File: config.mk
export PLATFORM = sky130hd
export DESIGN_NAME = amul_error_meter_flat
export DESIGN_NICKNAME = d
export VERILOG_FILES = /design/src/rtl/amul_error_meter_pkg.sv /design/src/rtl/amul_error_meter_if.sv /design/src/rtl/amul_ed_stage.sv /design/src/rtl/amul_error_meter.sv /design/src/flat_wrapper.sv
export SDC_FILE = /design/constraint.sdc
export NUM_CORES = 1
export LEC_CHECK = 0
export ABC_AREA = 1
export CAP_MARGIN = 20
export CORE_ASPECT_RATIO = 2
export CORE_MARGIN = 5
export CORE_UTILIZATION = 50
export CTS_BUF_LIST = sky130_fd_sc_hd__clkbuf_4 sky130_fd_sc_hd__clkbuf_8
export DETAILED_ROUTE_END_ITERATION = 12
export PLACE_DENSITY = 0.76
export SLEW_MARGIN = 20
export SYNTH_ARGS = -nofsm -noshare
export SYNTH_HDL_FRONTEND = slang
export SYNTH_SLANG_ARGS = --single-unit
File: constraint.sdc
create_clock -name clk -period 6.54 [get_ports clk]
set_input_delay 0.654 -clock clk [delete_from_list [all_inputs] [get_ports clk]]
set_output_delay 0.654 -clock clk [all_outputs]
set_load 0.005 [all_outputs]
File: src/rtl/amul_error_meter_pkg.sv
`default_nettype none
// ============================================================================
//  Module   : amul_pkg
//  Purpose  : Shared types and default widths for the approximate-multiplier
//             error meter (state encoding, operand / counter / accumulator
//             widths).
//  Ports    : none (package)
//  Revision : 1.0  initial release
// ============================================================================
package amul_pkg;

   localparam int unsigned c_DEF_W     = 8;                      // operand width
   localparam int unsigned c_DEF_CNT_W = 17;                     // holds 65536
   localparam int unsigned c_DEF_SUM_W = 2*c_DEF_W + c_DEF_CNT_W;

   typedef enum logic [1:0] {
      ST_IDLE  = 2'd0,
      ST_RUN   = 2'd1,
      ST_DRAIN = 2'd2,
      ST_DONE  = 2'd3
   } amul_state_t;

endpackage
`default_nettype wire

File: src/rtl/amul_error_meter_if.sv
`default_nettype none
// ============================================================================
//  Module   : amul_error_meter_if
//  Purpose  : Triple stream (a, b, y, last) with valid/ready handshake that
//             carries operand/product samples from the multiplier under test
//             into the error meter.
//  Ports    : master -> drives in_valid, a, b, y, last; samples in_ready
//             slave  -> samples in_valid, a, b, y, last; drives in_ready
//  Revision : 1.0  initial release
// ============================================================================
interface amul_error_meter_if
   import amul_pkg::*;
#(
   parameter int unsigned W = c_DEF_W
);
   logic           in_valid;
   logic           in_ready;
   logic [W-1:0]   a;
   logic [W-1:0]   b;
   logic [2*W-1:0] y;
   logic           last;

   modport master (output in_valid, a, b, y, last, input  in_ready);
   modport slave  (input  in_valid, a, b, y, last, output in_ready);
endinterface
`default_nettype wire

File: src/rtl/amul_ed_stage.sv
`default_nettype none
// ============================================================================
//  Module   : amul_ed_stage
//  Purpose  : Pipeline stages S1 and S2 of the error meter. S1 captures the
//             accepted triple, S2 holds the absolute error distance
//             |a*b - y| against the exact product, an exact-match flag and
//             the operands that produced it.
//  Ports    : clk, rst_n        clock, asynchronous active-low reset
//             i_flush           drops all in-flight samples (valids only)
//             i_fire            triple accepted this cycle
//             i_a, i_b, i_y     operands and approximate product
//             o_valid           S2 sample valid
//             o_ed, o_exact     error distance, ed == 0
//             o_a, o_b          operands belonging to o_ed
//  Revision : 1.0  initial release
// ============================================================================
module amul_ed_stage
   import amul_pkg::*;
#(
   parameter int unsigned W = c_DEF_W
) (
   input  wire logic           clk,
   input  wire logic           rst_n,
   input  wire logic           i_flush,
   input  wire logic           i_fire,
   input  wire logic [W-1:0]   i_a,
   input  wire logic [W-1:0]   i_b,
   input  wire logic [2*W-1:0] i_y,
   output logic                o_valid,
   output logic [2*W-1:0]      o_ed,
   output logic                o_exact,
   output logic [W-1:0]        o_a,
   output logic [W-1:0]        o_b
);

   logic           r_s1_valid;
   logic [W-1:0]   r_s1_a;
   logic [W-1:0]   r_s1_b;
   logic [2*W-1:0] r_s1_y;

   logic           r_s2_valid;
   logic [2*W-1:0] r_s2_ed;
   logic           r_s2_exact;
   logic [W-1:0]   r_s2_a;
   logic [W-1:0]   r_s2_b;

   logic [2*W-1:0] w_prod;
   logic [2*W-1:0] w_ed;

   assign w_prod = {{W{1'b0}}, r_s1_a} * {{W{1'b0}}, r_s1_b};
   // Over- and under-estimates both count as positive distance.
   assign w_ed   = (w_prod >= r_s1_y) ? (w_prod - r_s1_y) : (r_s1_y - w_prod);

   always_ff @(posedge clk or negedge rst_n) begin
      if (!rst_n) begin
         r_s1_valid <= 1'b0;
         r_s1_a     <= '0;
         r_s1_b     <= '0;
         r_s1_y     <= '0;
         r_s2_valid <= 1'b0;
         r_s2_ed    <= '0;
         r_s2_exact <= 1'b0;
         r_s2_a     <= '0;
         r_s2_b     <= '0;
      end else begin
         r_s1_valid <= i_fire && !i_flush;
         if (i_fire) begin
            r_s1_a <= i_a;
            r_s1_b <= i_b;
            r_s1_y <= i_y;
         end
         r_s2_valid <= r_s1_valid && !i_flush;
         if (r_s1_valid) begin
            r_s2_ed    <= w_ed;
            r_s2_exact <= (w_ed == '0);
            r_s2_a     <= r_s1_a;
            r_s2_b     <= r_s1_b;
         end
      end
   end

   assign o_valid = r_s2_valid;
   assign o_ed    = r_s2_ed;
   assign o_exact = r_s2_exact;
   assign o_a     = r_s2_a;
   assign o_b     = r_s2_b;

endmodule
`default_nettype wire

File: src/rtl/amul_error_meter.sv
`default_nettype none
// ============================================================================
//  Module   : amul_error_meter
//  Purpose  : Streaming accuracy meter for 8x8 approximate multipliers.
//             Accepts (a, b, y) triples, computes |a*b - y| and accumulates
//             sample count, exact-match count, sum of error distances and
//             the maximum error distance with its operands. All counters
//             saturate at all-ones and set the sticky sat flag.
//  Ports    : clk, rst_n     clock, asynchronous active-low reset
//             start          clears statistics and enters RUN (any state)
//             s_if (slave)   in_valid/in_ready handshake, a, b, y, last
//             busy, done     RUN|DRAIN, DONE
//             sat            sticky saturation flag
//             n_samples, n_exact, sum_ed, max_ed, max_a, max_b, sum_sq_ed
//  Config   : AMUL_ERR_SQUARED_EN -- when defined, also accumulates ed*ed
//             into sum_sq_ed; otherwise sum_sq_ed is tied to zero.
//  Revision : 1.0  initial release
// ============================================================================
module amul_error_meter
   import amul_pkg::*;
#(
   parameter int unsigned W     = c_DEF_W,
   parameter int unsigned CNT_W = c_DEF_CNT_W,
   parameter int unsigned SUM_W = 2*W + CNT_W
) (
   input  wire logic          clk,
   input  wire logic          rst_n,
   input  wire logic          start,
   amul_error_meter_if.slave  s_if,
   output logic               busy,
   output logic               done,
   output logic               sat,
   output logic [CNT_W-1:0]   n_samples,
   output logic [CNT_W-1:0]   n_exact,
   output logic [SUM_W-1:0]   sum_ed,
   output logic [2*W-1:0]     max_ed,
   output logic [W-1:0]       max_a,
   output logic [W-1:0]       max_b,
   output logic [2*SUM_W-1:0] sum_sq_ed
);

   // ---------------------------------------------------------------- FSM
   amul_state_t r_state;
   logic        r_in_ready;
   logic        r_busy;
   logic        r_done;
   logic        r_drain_cnt;
   logic        w_accept;

   // start wins over a coincident accept: that triple is dropped.
   assign w_accept = s_if.in_valid && r_in_ready && !start;

   // in_ready is registered, so it rises one cycle after entering RUN.
   always_ff @(posedge clk or negedge rst_n) begin
      if (!rst_n) begin
         r_state     <= ST_IDLE;
         r_in_ready  <= 1'b0;
         r_busy      <= 1'b0;
         r_done      <= 1'b0;
         r_drain_cnt <= 1'b0;
      end else if (start) begin
         r_state     <= ST_RUN;
         r_in_ready  <= 1'b0;
         r_busy      <= 1'b1;
         r_done      <= 1'b0;
         r_drain_cnt <= 1'b0;
      end else begin
         case (r_state)
            ST_RUN: begin
               if (w_accept && s_if.last) begin
                  r_state     <= ST_DRAIN;
                  r_in_ready  <= 1'b0;
                  r_drain_cnt <= 1'b0;
               end else begin
                  r_in_ready <= 1'b1;
               end
            end
            // Two cycles: exactly the S2 + S3 latency of the last sample.
            ST_DRAIN: begin
               if (r_drain_cnt) begin
                  r_state <= ST_DONE;
                  r_busy  <= 1'b0;
                  r_done  <= 1'b1;
               end else begin
                  r_drain_cnt <= 1'b1;
               end
            end
            default: ;
         endcase
      end
   end

   assign s_if.in_ready = r_in_ready;
   assign busy          = r_busy;
   assign done          = r_done;

   // ------------------------------------------------------------ S1 / S2
   logic           w_s2_valid;
   logic [2*W-1:0] w_s2_ed;
   logic           w_s2_exact;
   logic [W-1:0]   w_s2_a;
   logic [W-1:0]   w_s2_b;

   amul_ed_stage #(
      .W (W)
   ) u_ed_stage (
      .clk     (clk),
      .rst_n   (rst_n),
      .i_flush (start),
      .i_fire  (w_accept),
      .i_a     (s_if.a),
      .i_b     (s_if.b),
      .i_y     (s_if.y),
      .o_valid (w_s2_valid),
      .o_ed    (w_s2_ed),
      .o_exact (w_s2_exact),
      .o_a     (w_s2_a),
      .o_b     (w_s2_b)
   );

   // ----------------------------------------------------------------- S3
   logic [CNT_W-1:0] r_n_samples;
   logic [CNT_W-1:0] r_n_exact;
   logic [SUM_W-1:0] r_sum_ed;
   logic [2*W-1:0]   r_max_ed;
   logic [W-1:0]     r_max_a;
   logic [W-1:0]     r_max_b;
   logic             r_sat;

   // One extra bit on each adder exposes the carry used for saturation.
   logic [CNT_W:0]   w_ns_inc;
   logic [CNT_W:0]   w_ne_inc;
   logic [SUM_W:0]   w_sum_inc;
   logic             w_sq_ovf;
   logic             w_ovf;

   assign w_ns_inc  = {1'b0, r_n_samples} + (CNT_W+1)'(1);
   assign w_ne_inc  = {1'b0, r_n_exact}   + (CNT_W+1)'(1);
   assign w_sum_inc = {1'b0, r_sum_ed}    + (SUM_W+1)'(w_s2_ed);
   assign w_ovf     = w_ns_inc[CNT_W] | (w_s2_exact & w_ne_inc[CNT_W])
                    | w_sum_inc[SUM_W] | w_sq_ovf;

   always_ff @(posedge clk or negedge rst_n) begin
      if (!rst_n) begin
         r_n_samples <= '0;
         r_n_exact   <= '0;
         r_sum_ed    <= '0;
         r_max_ed    <= '0;
         r_max_a     <= '0;
         r_max_b     <= '0;
         r_sat       <= 1'b0;
      end else if (start) begin
         r_n_samples <= '0;
         r_n_exact   <= '0;
         r_sum_ed    <= '0;
         r_max_ed    <= '0;
         r_max_a     <= '0;
         r_max_b     <= '0;
         r_sat       <= 1'b0;
      end else if (w_s2_valid) begin
         r_n_samples <= w_ns_inc[CNT_W] ? '1 : w_ns_inc[CNT_W-1:0];
         if (w_s2_exact) begin
            r_n_exact <= w_ne_inc[CNT_W] ? '1 : w_ne_inc[CNT_W-1:0];
         end
         r_sum_ed <= w_sum_inc[SUM_W] ? '1 : w_sum_inc[SUM_W-1:0];
         // Strictly greater: ties keep the earliest operands.
         if (w_s2_ed > r_max_ed) begin
            r_max_ed <= w_s2_ed;
            r_max_a  <= w_s2_a;
            r_max_b  <= w_s2_b;
         end
         if (w_ovf) begin
            r_sat <= 1'b1;
         end
      end
   end

`ifdef AMUL_ERR_SQUARED_EN
   logic [4*W-1:0]     w_sq;
   logic [2*SUM_W:0]   w_sq_inc;
   logic [2*SUM_W-1:0] r_sum_sq;

   assign w_sq     = {{(2*W){1'b0}}, w_s2_ed} * {{(2*W){1'b0}}, w_s2_ed};
   assign w_sq_inc = {1'b0, r_sum_sq} + (2*SUM_W+1)'(w_sq);
   assign w_sq_ovf = w_s2_valid & w_sq_inc[2*SUM_W];

   always_ff @(posedge clk or negedge rst_n) begin
      if (!rst_n) begin
         r_sum_sq <= '0;
      end else if (start) begin
         r_sum_sq <= '0;
      end else if (w_s2_valid) begin
         r_sum_sq <= w_sq_inc[2*SUM_W] ? '1 : w_sq_inc[2*SUM_W-1:0];
      end
   end

   assign sum_sq_ed = r_sum_sq;
`else
   assign w_sq_ovf  = 1'b0;
   assign sum_sq_ed = '0;
`endif

   assign n_samples = r_n_samples;
   assign n_exact   = r_n_exact;
   assign sum_ed    = r_sum_ed;
   assign max_ed    = r_max_ed;
   assign max_a     = r_max_a;
   assign max_b     = r_max_b;
   assign sat       = r_sat;

endmodule
`default_nettype wire
File: src/flat_wrapper.sv
// flat-port wrapper written by rule: the top's interface ports become plain ports
module amul_error_meter_flat import amul_pkg::*;
#(
   parameter int unsigned W     = c_DEF_W,
   parameter int unsigned CNT_W = c_DEF_CNT_W,
   parameter int unsigned SUM_W = 2*W + CNT_W
)
  (clk, rst_n, start, busy, done, sat, n_samples, n_exact, sum_ed, max_ed, max_a, max_b, sum_sq_ed, s_if_in_valid, s_if_a, s_if_b, s_if_y, s_if_last, s_if_in_ready);
  amul_error_meter_if #(.W(W)) s_if_i ();
  input  wire logic clk;
  input  wire logic rst_n;
  input  wire logic start;
  output logic busy;
  output logic done;
  output logic sat;
  output logic [CNT_W-1:0] n_samples;
  output logic [CNT_W-1:0] n_exact;
  output logic [SUM_W-1:0] sum_ed;
  output logic [2*W-1:0] max_ed;
  output logic [W-1:0] max_a;
  output logic [W-1:0] max_b;
  output logic [2*SUM_W-1:0] sum_sq_ed;
  input wire logic [$bits(s_if_i.in_valid)-1:0] s_if_in_valid;
  input wire logic [$bits(s_if_i.a)-1:0] s_if_a;
  input wire logic [$bits(s_if_i.b)-1:0] s_if_b;
  input wire logic [$bits(s_if_i.y)-1:0] s_if_y;
  input wire logic [$bits(s_if_i.last)-1:0] s_if_last;
  output wire logic [$bits(s_if_i.in_ready)-1:0] s_if_in_ready;
  assign s_if_i.in_valid = s_if_in_valid;
  assign s_if_i.a = s_if_a;
  assign s_if_i.b = s_if_b;
  assign s_if_i.y = s_if_y;
  assign s_if_i.last = s_if_last;
  assign s_if_in_ready = s_if_i.in_ready;
  amul_error_meter #(.W(W), .CNT_W(CNT_W), .SUM_W(SUM_W)) u_core (.clk(clk), .rst_n(rst_n), .start(start), .s_if(s_if_i), .busy(busy), .done(done), .sat(sat), .n_samples(n_samples), .n_exact(n_exact), .sum_ed(sum_ed), .max_ed(max_ed), .max_a(max_a), .max_b(max_b), .sum_sq_ed(sum_sq_ed));
endmodule
Word level (Yosys, flattened, before mapping)
Index checks and enable logic that the tools add are counted.
- bits in registers: 173
- latch bits: 0
- RAM bits: 0
- memory bits (read-only): 0
- bits of input ports: 37
- output and inout port bits: 169
- logic and storage cells: 96
- memories kept: 0
- add/subtract/negate cells: 5
- $mul: 1
- divide/modulo/power cells: 0
- order comparisons: 2
- equal/unequal tests: 4
- shift-type cells: 0
- mux-type cells: 39
- bitwise logic cells: 3
- reduce and logical (&&, ||, !) cells: 21
- operator list (operator ; count):
    17-bit 2-to-1 mux ; 7
    33-bit 2-to-1 mux ; 3
    16-bit 2-to-1 mux ; 4
    8-bit 2-to-1 mux ; 6
    17-bit by 1-bit adder with 18-bit output (second input constant) ; 2
    33-bit by 16-bit adder with 34-bit output ; 1
    16-bit subtractor ; 2
    16-bit >= comparator ; 1
    16-bit > comparator ; 1
    16-bit zero test ; 1
    8-bit by 8-bit multiplier with 16-bit output ; 1
    1-bit 2-to-1 mux ; 14
    2-bit nonzero test ; 7
    2-bit AND reduction ; 5
    2-bit 2-to-1 mux ; 3
    3-bit by 2-bit inequality test with 1-bit output (second input constant) ; 2
    1-bit logical AND ; 5
    2-bit case mux with 2 select lines ; 1
    3-bit AND reduction ; 1
    3-bit nonzero test ; 1
    2-bit by 1-bit == test with 1-bit output (second input constant) ; 1
    2-bit == test (second input constant) ; 1
    1-bit OR ; 2
    1-bit case mux with 2 select lines ; 1
    2 further kinds ; 2

Longest topological paths before layout
Gate-level depths: netlist of the first run.
- depth in word-level cells: 7
- mapped depth: 35

By module
A second synthesis of the first run with hierarchy kept.
- cells, all modules: 2142
- area total of the unflattened synthesis: 14637.8 µm²
- modules (own cells, without submodules) (module ; times used ; cells an instance ; area each (µm²)):
    amul_error_meter ; 1 ; 1134 ; 7776.2
    amul_ed_stage ; 1 ; 1008 ; 6861.6

Least setup slack after synthesis of the first run
No wires, ideal clock.
- path type: register to register
- from: register u_core.u_ed_stage.r_s1_a[0]
- to: register u_core.u_ed_stage.r_s2_exact, in the netlist u_core.u_ed_stage.o_exact
- setup time: 0.117 ns
- arrival: 5.458 ns
- data required time: 6.423 ns
- slack: 0.965 ns
- cell stages (with the launch flop): 32
- buffers on the path: 3
- cells stage by stage: dfrtp_1 > clkbuf_1 > nand2_1 > fa_1 > fa_1 > inv_1 > fa_1 > inv_1 > fa_1 > inv_1 > ha_1 > a21oi_1 > o21ai_0 > a21oi_1 > o21ai_0 > xor2_1 > inv_1 > ha_1 > clkbuf_2 > nand2_1 > nor2_1 > and2_1 > nand2_4 > nand2_4 > buf_6 > nand2_1 > nand2_1 > nor2_1 > nand2_1 > nor2_1 > nand3_1 > nand2_1
- longest elaborated chain between the ends: 4
- elaborated cells on any way between the ends: 6
- ends and longest elaborated chain (what ; line ; source):
    start, declared ; amul_ed_stage.sv:37 ; logic [W-1:0] r_s1_a;
    start signal, assigned ; amul_ed_stage.sv:68 ; r_s1_a <= i_a;
    8-bit by 8-bit multiplier with 16-bit output (*) ; amul_ed_stage.sv:50 ; assign w_prod = {{W{1'b0}}, r_s1_a} * {{W{1'b0}}, r_s1_b};
    16-bit subtractor or 16-bit >= comparator (tied branches) ; amul_ed_stage.sv:52 ; assign w_ed = (w_prod >= r_s1_y) ? (w_prod - r_s1_y) : (r_s1_y - w_prod);
    16-bit 2-to-1 mux (*) ; amul_ed_stage.sv:52 ;
    16-bit zero test (*) ; amul_ed_stage.sv:75 ; r_s2_exact <= (w_ed == '0);
    end signal, assigned ; amul_ed_stage.sv:75 ;
    end, declared ; amul_ed_stage.sv:43 ; logic r_s2_exact;
Mark *: on every way between the ends. The rest lies on a longest branch, timed or not.
A chain may end at the register's enable or synchronous reset.

Worst setup path after layout of the first run
- from: register u_core.u_ed_stage.r_s1_b[7]
- to: register u_core.u_ed_stage.r_s2_exact, in the netlist u_core.u_ed_stage.o_exact
- longest elaborated chain between the ends: 4
- elaborated cells on any way between the ends: 6
- ends and longest elaborated chain (what ; line ; source):
    start, declared ; amul_ed_stage.sv:38 ; logic [W-1:0] r_s1_b;
    start signal, assigned ; amul_ed_stage.sv:69 ; r_s1_b <= i_b;
    8-bit by 8-bit multiplier with 16-bit output (*) ; amul_ed_stage.sv:50 ;
    16-bit subtractor or 16-bit >= comparator (tied branches) ; amul_ed_stage.sv:52 ;
    16-bit 2-to-1 mux (*) ; amul_ed_stage.sv:52 ;
    16-bit zero test (*) ; amul_ed_stage.sv:75 ;
Marked as above.

==> flow_summary.ini, run 1 <==
[worst_setup_path]
crit_path_start_kind = flip-flop
endpoint_kind = flip-flop
cp_max_fo = 15
cpPeakStageDelay_ps = 560
path_class = reg2reg
crit_slowest_cell = fa_1
crit_top_cell = nand2_1
critPathArrivalTime_ps = 6580
crit_required_ps = 6920

[global_routing]
grt_pass1_vias = 12400
antenna_found_initial = 1
grt_usage_pct = 23.9
grt.overflow.total = 0
grt_first_pass_wirelength_um = 59800
grt_max_degree = 89

[sta]
fmax_ghz = 0.161
fin_crit_sh_pct = 94.7
relSlewSlack_pct = 31.8
rsz0062_at_grt = no
maxSlewViolCount = 0
setup_viol = 0
worst_pin_slew_ps = 1020
tns_ps = 0
finClkSkew_ps = 16.4
period_needed_ps = 6200
hold_viol = 0
holdWs_ps = 194

[clock_network]
clockBufferDepth = 2
numCtsBuffers = 17
cts_htree_levels = 4
cts_tree = yes
postCtsSetupRepairBufs = 0
cts-root-buf = clkbuf_8
cts_num_sinks = 173
cts_hold_buf = 0
path_clk_slew_ps = 90
clock_latency_ps = 500
cts_resized = 0

[logic_synthesis]
netlist_instances = 1951
avgSynthCellArea_sq_um = 7.10
ys_types = 48
synth_ff_type = dfrtp_1
synth_area_sq_um = 13900
synth_commonest_cells = 615 x nand2_1, 302 x inv_1, 173 x dfrtp_1
synth_largest_area_cell = dfrtp_1
synth_edf_count = 0
synth_area_leaders = dfrtp_1 31%, nand2_1 17%, ha_1 9.1%
synth_seq_cells = 173
ys_seq_area_share_pct = 31.3
synth_top_area_share_pct = 31.3
synth_most_common_cell = nand2_1
async_flop_share_pct = 100
ys_warn_count = 0

[power_and_ir_drop]
power_leakage_nw = 8.44
powerDensity_nw_per_um2 = 432
peakVddDrop_v = 0.000344

[floorplan]
dieArea_sq_um = 31300
fp-row-count = 86
die_width_um = 128
die_h_um = 245
core_sq_um = 27400
start_util_pct = 50.5
pin_count = 206

[routing]
routed_via_density = 5.23
routed_wl_um = 37700
drt_iter0_drc = 728
vias = 12700
first_pass_iters = 5
drtAntennaViolNets = 0
drc = 0
post_drt_wl_per_cell_um = 15.5

[min_path]
hold_path.class = in2async

[finish]
area_growth_pct = 13.2
nNetsFinal = 2236
drive_above_1_share_pct = 4.49
final_cell_area_sq_um = 15700
fillers = 2658

[placement]
gp_congestion = 0.941
hpwl_um = 30200
dpl_cell_area_sq_um = 15300
io_buffers = 139

[status]
status = completed

[run]
drv_cap = 0
## cells by family (layout without fill, tap and decap cells)
| kind of cell | after synthesis | after routing | synth area share, % |
|---|---|---|---|
| AO/OA/AOI/OAI | 263 | 263 | 10.2 |
| XOR/XNOR | 56 | 56 | 3.54 |
| adder cells (fa/ha/maj) | 140 | 140 | 14.8 |
| buffers and inverters | 434 | 489 | 13.9 |
| flip-flops | 173 | 173 | 31.3 |
| other | 1 | 67 | 0.0271 |
| AND/OR/NAND/NOR | 884 | 884 | 26.3 |
## report_power, final
group          leakage, nW  internal [mW]  switching (mW)
Combinational         5.99           1.58            3.02
Clock                0.188          0.348           0.424
Sequential            2.27           1.22           0.176
## cell usage in the layout, fill, tap and decap left out, types with 4 or more instances in the layout
cell type and n:
nand2_1 615, clkdlybuf4s50_1 138, nand2_2 7, nand3_1 104, fa_1 39, xor2_1 42, nor2_2 7, dfrtp_1 162
dfrtp_2 11, clkbuf_8 18, o22ai_1 9, inv_1 302, buf_4 13, nor4_1 5, a31oi_1 18, nor3_1 12
o21ai_0 127, a21oi_1 86, inv_2 4, o21ai_2 4, ha_1 100, nand4_1 16, xnor2_1 14, clkinvlp_4 4
nor2_1 99, conb_1 66
## final timing paths
check / start / end / slack, ps / cells past startpoint
worst max-delay path: u_core.u_ed_stage.r_s1_b[7] / u_core.u_ed_stage.o_exact / 340 / 28
worst min-delay path: rst_n / u_core.sum_ed[19] / 190 / 1
worst max register to register: u_core.u_ed_stage.r_s1_b[7] / u_core.u_ed_stage.o_exact / 340 / 28
worst min register to register: u_core.u_ed_stage.o_a[3] / u_core.u_ed_stage.o_a[3] / 480 / 2
max in group asynchronous: rst_n / u_core.n_samples[13] / 5190 / 2
min in group clk: u_core.u_ed_stage.o_a[3] / u_core.u_ed_stage.o_a[3] / 480 / 2
## area by class of cell
cell class	instances	area, sq um	share of cell area [%]
multi-input combinational	1409	7860	50.2
tap	352	440	2.81
antenna	1	2.50	0.0160
sequential	173	4340	27.7
timing repair buffer	152	1490	9.51
inverter	306	1150	7.33
clock buffer	18	248	1.58
clock inverter	13	140	0.894
## routing by layer
layer / vias up / routed length (um) / GRT usage [%]
met4: 0 / 2230 / 14.0
met3: 118 / 1490 / 2.85
met1: 5963 / 13600 / 25.1
met5: - / 0 / 0
li1: 6183 / - / -
met2: 412 / 20400 / 44.8
## sequential cells by signal, summed over array words and instances, names as in the netlist, 2 cells and up
register	flops
u_core.r_state	2
u_core.u_ed_stage.r_s1_y	16
u_core.max_ed	16
u_core.u_ed_stage.r_s1_a	8
u_core.max_b	8
u_core.n_samples	17
u_core.u_ed_stage.o_b	8
u_core.sum_ed	33
u_core.u_ed_stage.o_ed	16
u_core.u_ed_stage.r_s1_b	8
u_core.u_ed_stage.o_a	8
u_core.max_a	8
u_core.n_exact	17
## critical path, delay by kind of cell (launching register included)
kind / cells / cell delay, ps
buf+inv: 4 / 250
fa+ha+maj: 6 / 2930
xor+xnor: 1 / 390
flops: 1 / 480
compound gates: 4 / 650
simple gates: 13 / 1370
## metrics by stage
stage | total power [mW] | cells | util, % | worst slack [ps]
finish | 6.77 | 2424 | 57.1 | 345
detailed placement | 5.99 | 2392 | 55.6 | 283
global route | 7.46 | 2424 | 57.1 | 1.76
CTS | 6.78 | 2423 | 57.0 | 249
floorplan | 4.77 | 2016 | - | 965
global placement | 5.92 | 2392 | 55.6 | 451
Power figures use the tool's default switching activity.
==> run 2, diff against run 1 <==
CORE_ASPECT_RATIO = 1.75   (was 2)
SLEW_MARGIN = not set   (was 20)
==> run 2 against run 1 <==
- first-iteration DRC count rose by 8.2%
- non-clock buffer count shrank 5
- clock-buffer cell count stayed put
- largest power group unchanged
==> flow_summary.ini, run 2 (synthesis results as in run 1) <==
[power_and_ir_drop]
power.total_mw = 6.73
peakVddDrop_v = 0.000294
power_leakage_nw = 8.43
powerDensity_nw_per_um2 = 429

[clock_network]
cts_hold_buf = 0
numCtsBuffers = 17
cts-root-buf = clkbuf_8
cts_tree = yes
clock_latency_ps = 510
cts_num_sinks = 173
path_clk_slew_ps = 120
postCtsSetupRepairBufs = 0
clockBufferDepth = 2
cts_htree_levels = 4

[floorplan]
fp-row-count = 80
die_width_um = 136
core_sq_um = 27300
dieArea_sq_um = 31300
start_util_pct = 50.7
die_h_um = 230
pin_count = 206

[finish]
fillers = 2646
final_core_util_pct = 57.4
area_growth_pct = 13.3
largest_reg_flops = 33
layout_common_cells = 615 x nand2_1, 302 x inv_1, 163 x dfrtp_1
mostFrequentLayoutCell = nand2_1
final_cell_area_sq_um = 15700
nNetsFinal = 2231
drive_above_1_share_pct = 4.26

[sta]
relSlewSlack_pct = 33.0
fin_crit_sh_pct = 94.1
hold_viol = 0
maxSlewViolCount = 0
setup_viol = 0
finClkSkew_ps = 24.3
period_needed_ps = 6150
tns_ps = 0
rsz0062_at_grt = no
fin_ws_ps = 387
fmax_ghz = 0.163
worst_pin_slew_ps = 1000

[global_routing]
grt_max_degree = 81
antenna_found_initial = 0
grt_first_pass_wirelength_um = 59100
grt.overflow.total = 0
grt_pass1_vias = 12400
grt_usage_pct = 23.4

[placement]
place_ws_ps = 361
dpl_cell_area_sq_um = 15200
hpwl_um = 28700
io_buffers = 139
gp_congestion = 0.968

[worst_setup_path]
r2r_start = u_core.u_ed_stage.r_s1_a[0]
r2r_end = u_core.u_ed_stage.o_exact
crit_top_cell = nand2_1
endpoint_kind = flip-flop
path_class = reg2reg
crit_required_ps = 6930
cp_max_fo = 10
crit_slowest_cell = fa_1
r2r_cells = 30
critPathArrivalTime_ps = 6540
cpPeakStageDelay_ps = 580
crit_path_start_kind = flip-flop
r2r_slack_ps = 390

[routing]
routed_via_density = 5.15
vias = 12600
routed_wl_um = 36200
drtAntennaViolNets = 0
post_drt_wl_per_cell_um = 14.8
first_pass_iters = 5
drc = 0
drt_iter0_drc = 788

[status]
status = completed

[run]
drv_cap = 0

[min_path]
hold_path.class = in2async
==> run 2: where the power goes <==
part           total [mW]  internal, mW  switching, mW  leakage [nW]
combinational        4.51          1.55           2.97          5.96
clock               0.817         0.360          0.457         0.204
sequential           1.40          1.22          0.183          2.27
total                6.73          3.12           3.61          8.43
==> run 2: layout make-up <==
type	instances	area, sq um	share of cell area (%)
repair buffers	147	1450	9.26
clock buffers	18	241	1.54
clock inverters	14	179	1.14
diodes	1	2.50	0.0159
well taps	369	462	2.94
inverters	306	1150	7.32
flip-flops and latches	173	4340	27.7
multi-input cells	1409	7860	50.1
==> run 2: layer usage <==
layer	up-vias	share of wire (%)	track usage, %
met5	-	0	0
met4	0	5.4	13.9
met3	109	5.1	3.63
met2	367	53	42.3
met1	5894	37	25.4
li1	6183	-	-
==> run 2: critical path, delay by kind of cell (launching register included) <==
kind | cells | cell delay (ps)
adders and majority gates | 6 | 2910
and+or+nand+nor | 14 | 1310
AOI/OAI and AO/OA | 4 | 660
DFF | 1 | 550
xor gates and xnor gates | 1 | 310
buffers and inverters | 5 | 290
==> run 2: metrics by stage <==
step	hold slack [ps]	cells
final	186	2437
after global routing	227	2436
after CTS	183	2436
after floorplan	358	2016
after detailed placement	459	2404
after global placement	456	2404
==> run 2: what timing repair did <==
item                                    CTS  global route
hold endpoints to repair                  0             0
resized for setup                         0            12
endpoints found under the setup margin    0             1
==> run 2: how the worst max path moves through the flow <==
stage	slack, ps	end	startpoint
after floorplan	960	u_core.u_ed_stage.o_exact	u_core.u_ed_stage.r_s1_a[0]
after global placement	510	u_core.u_ed_stage.o_exact	u_core.u_ed_stage.r_s1_b[4]
after detailed placement	360	u_core.u_ed_stage.o_exact	u_core.u_ed_stage.r_s1_b[4]
after CTS	320	u_core.u_ed_stage.o_exact	u_core.u_ed_stage.r_s1_b[4]
after global routing	20	u_core.u_ed_stage.o_exact	u_core.u_ed_stage.r_s1_a[0]
final	390	u_core.u_ed_stage.o_exact	u_core.u_ed_stage.r_s1_a[0]
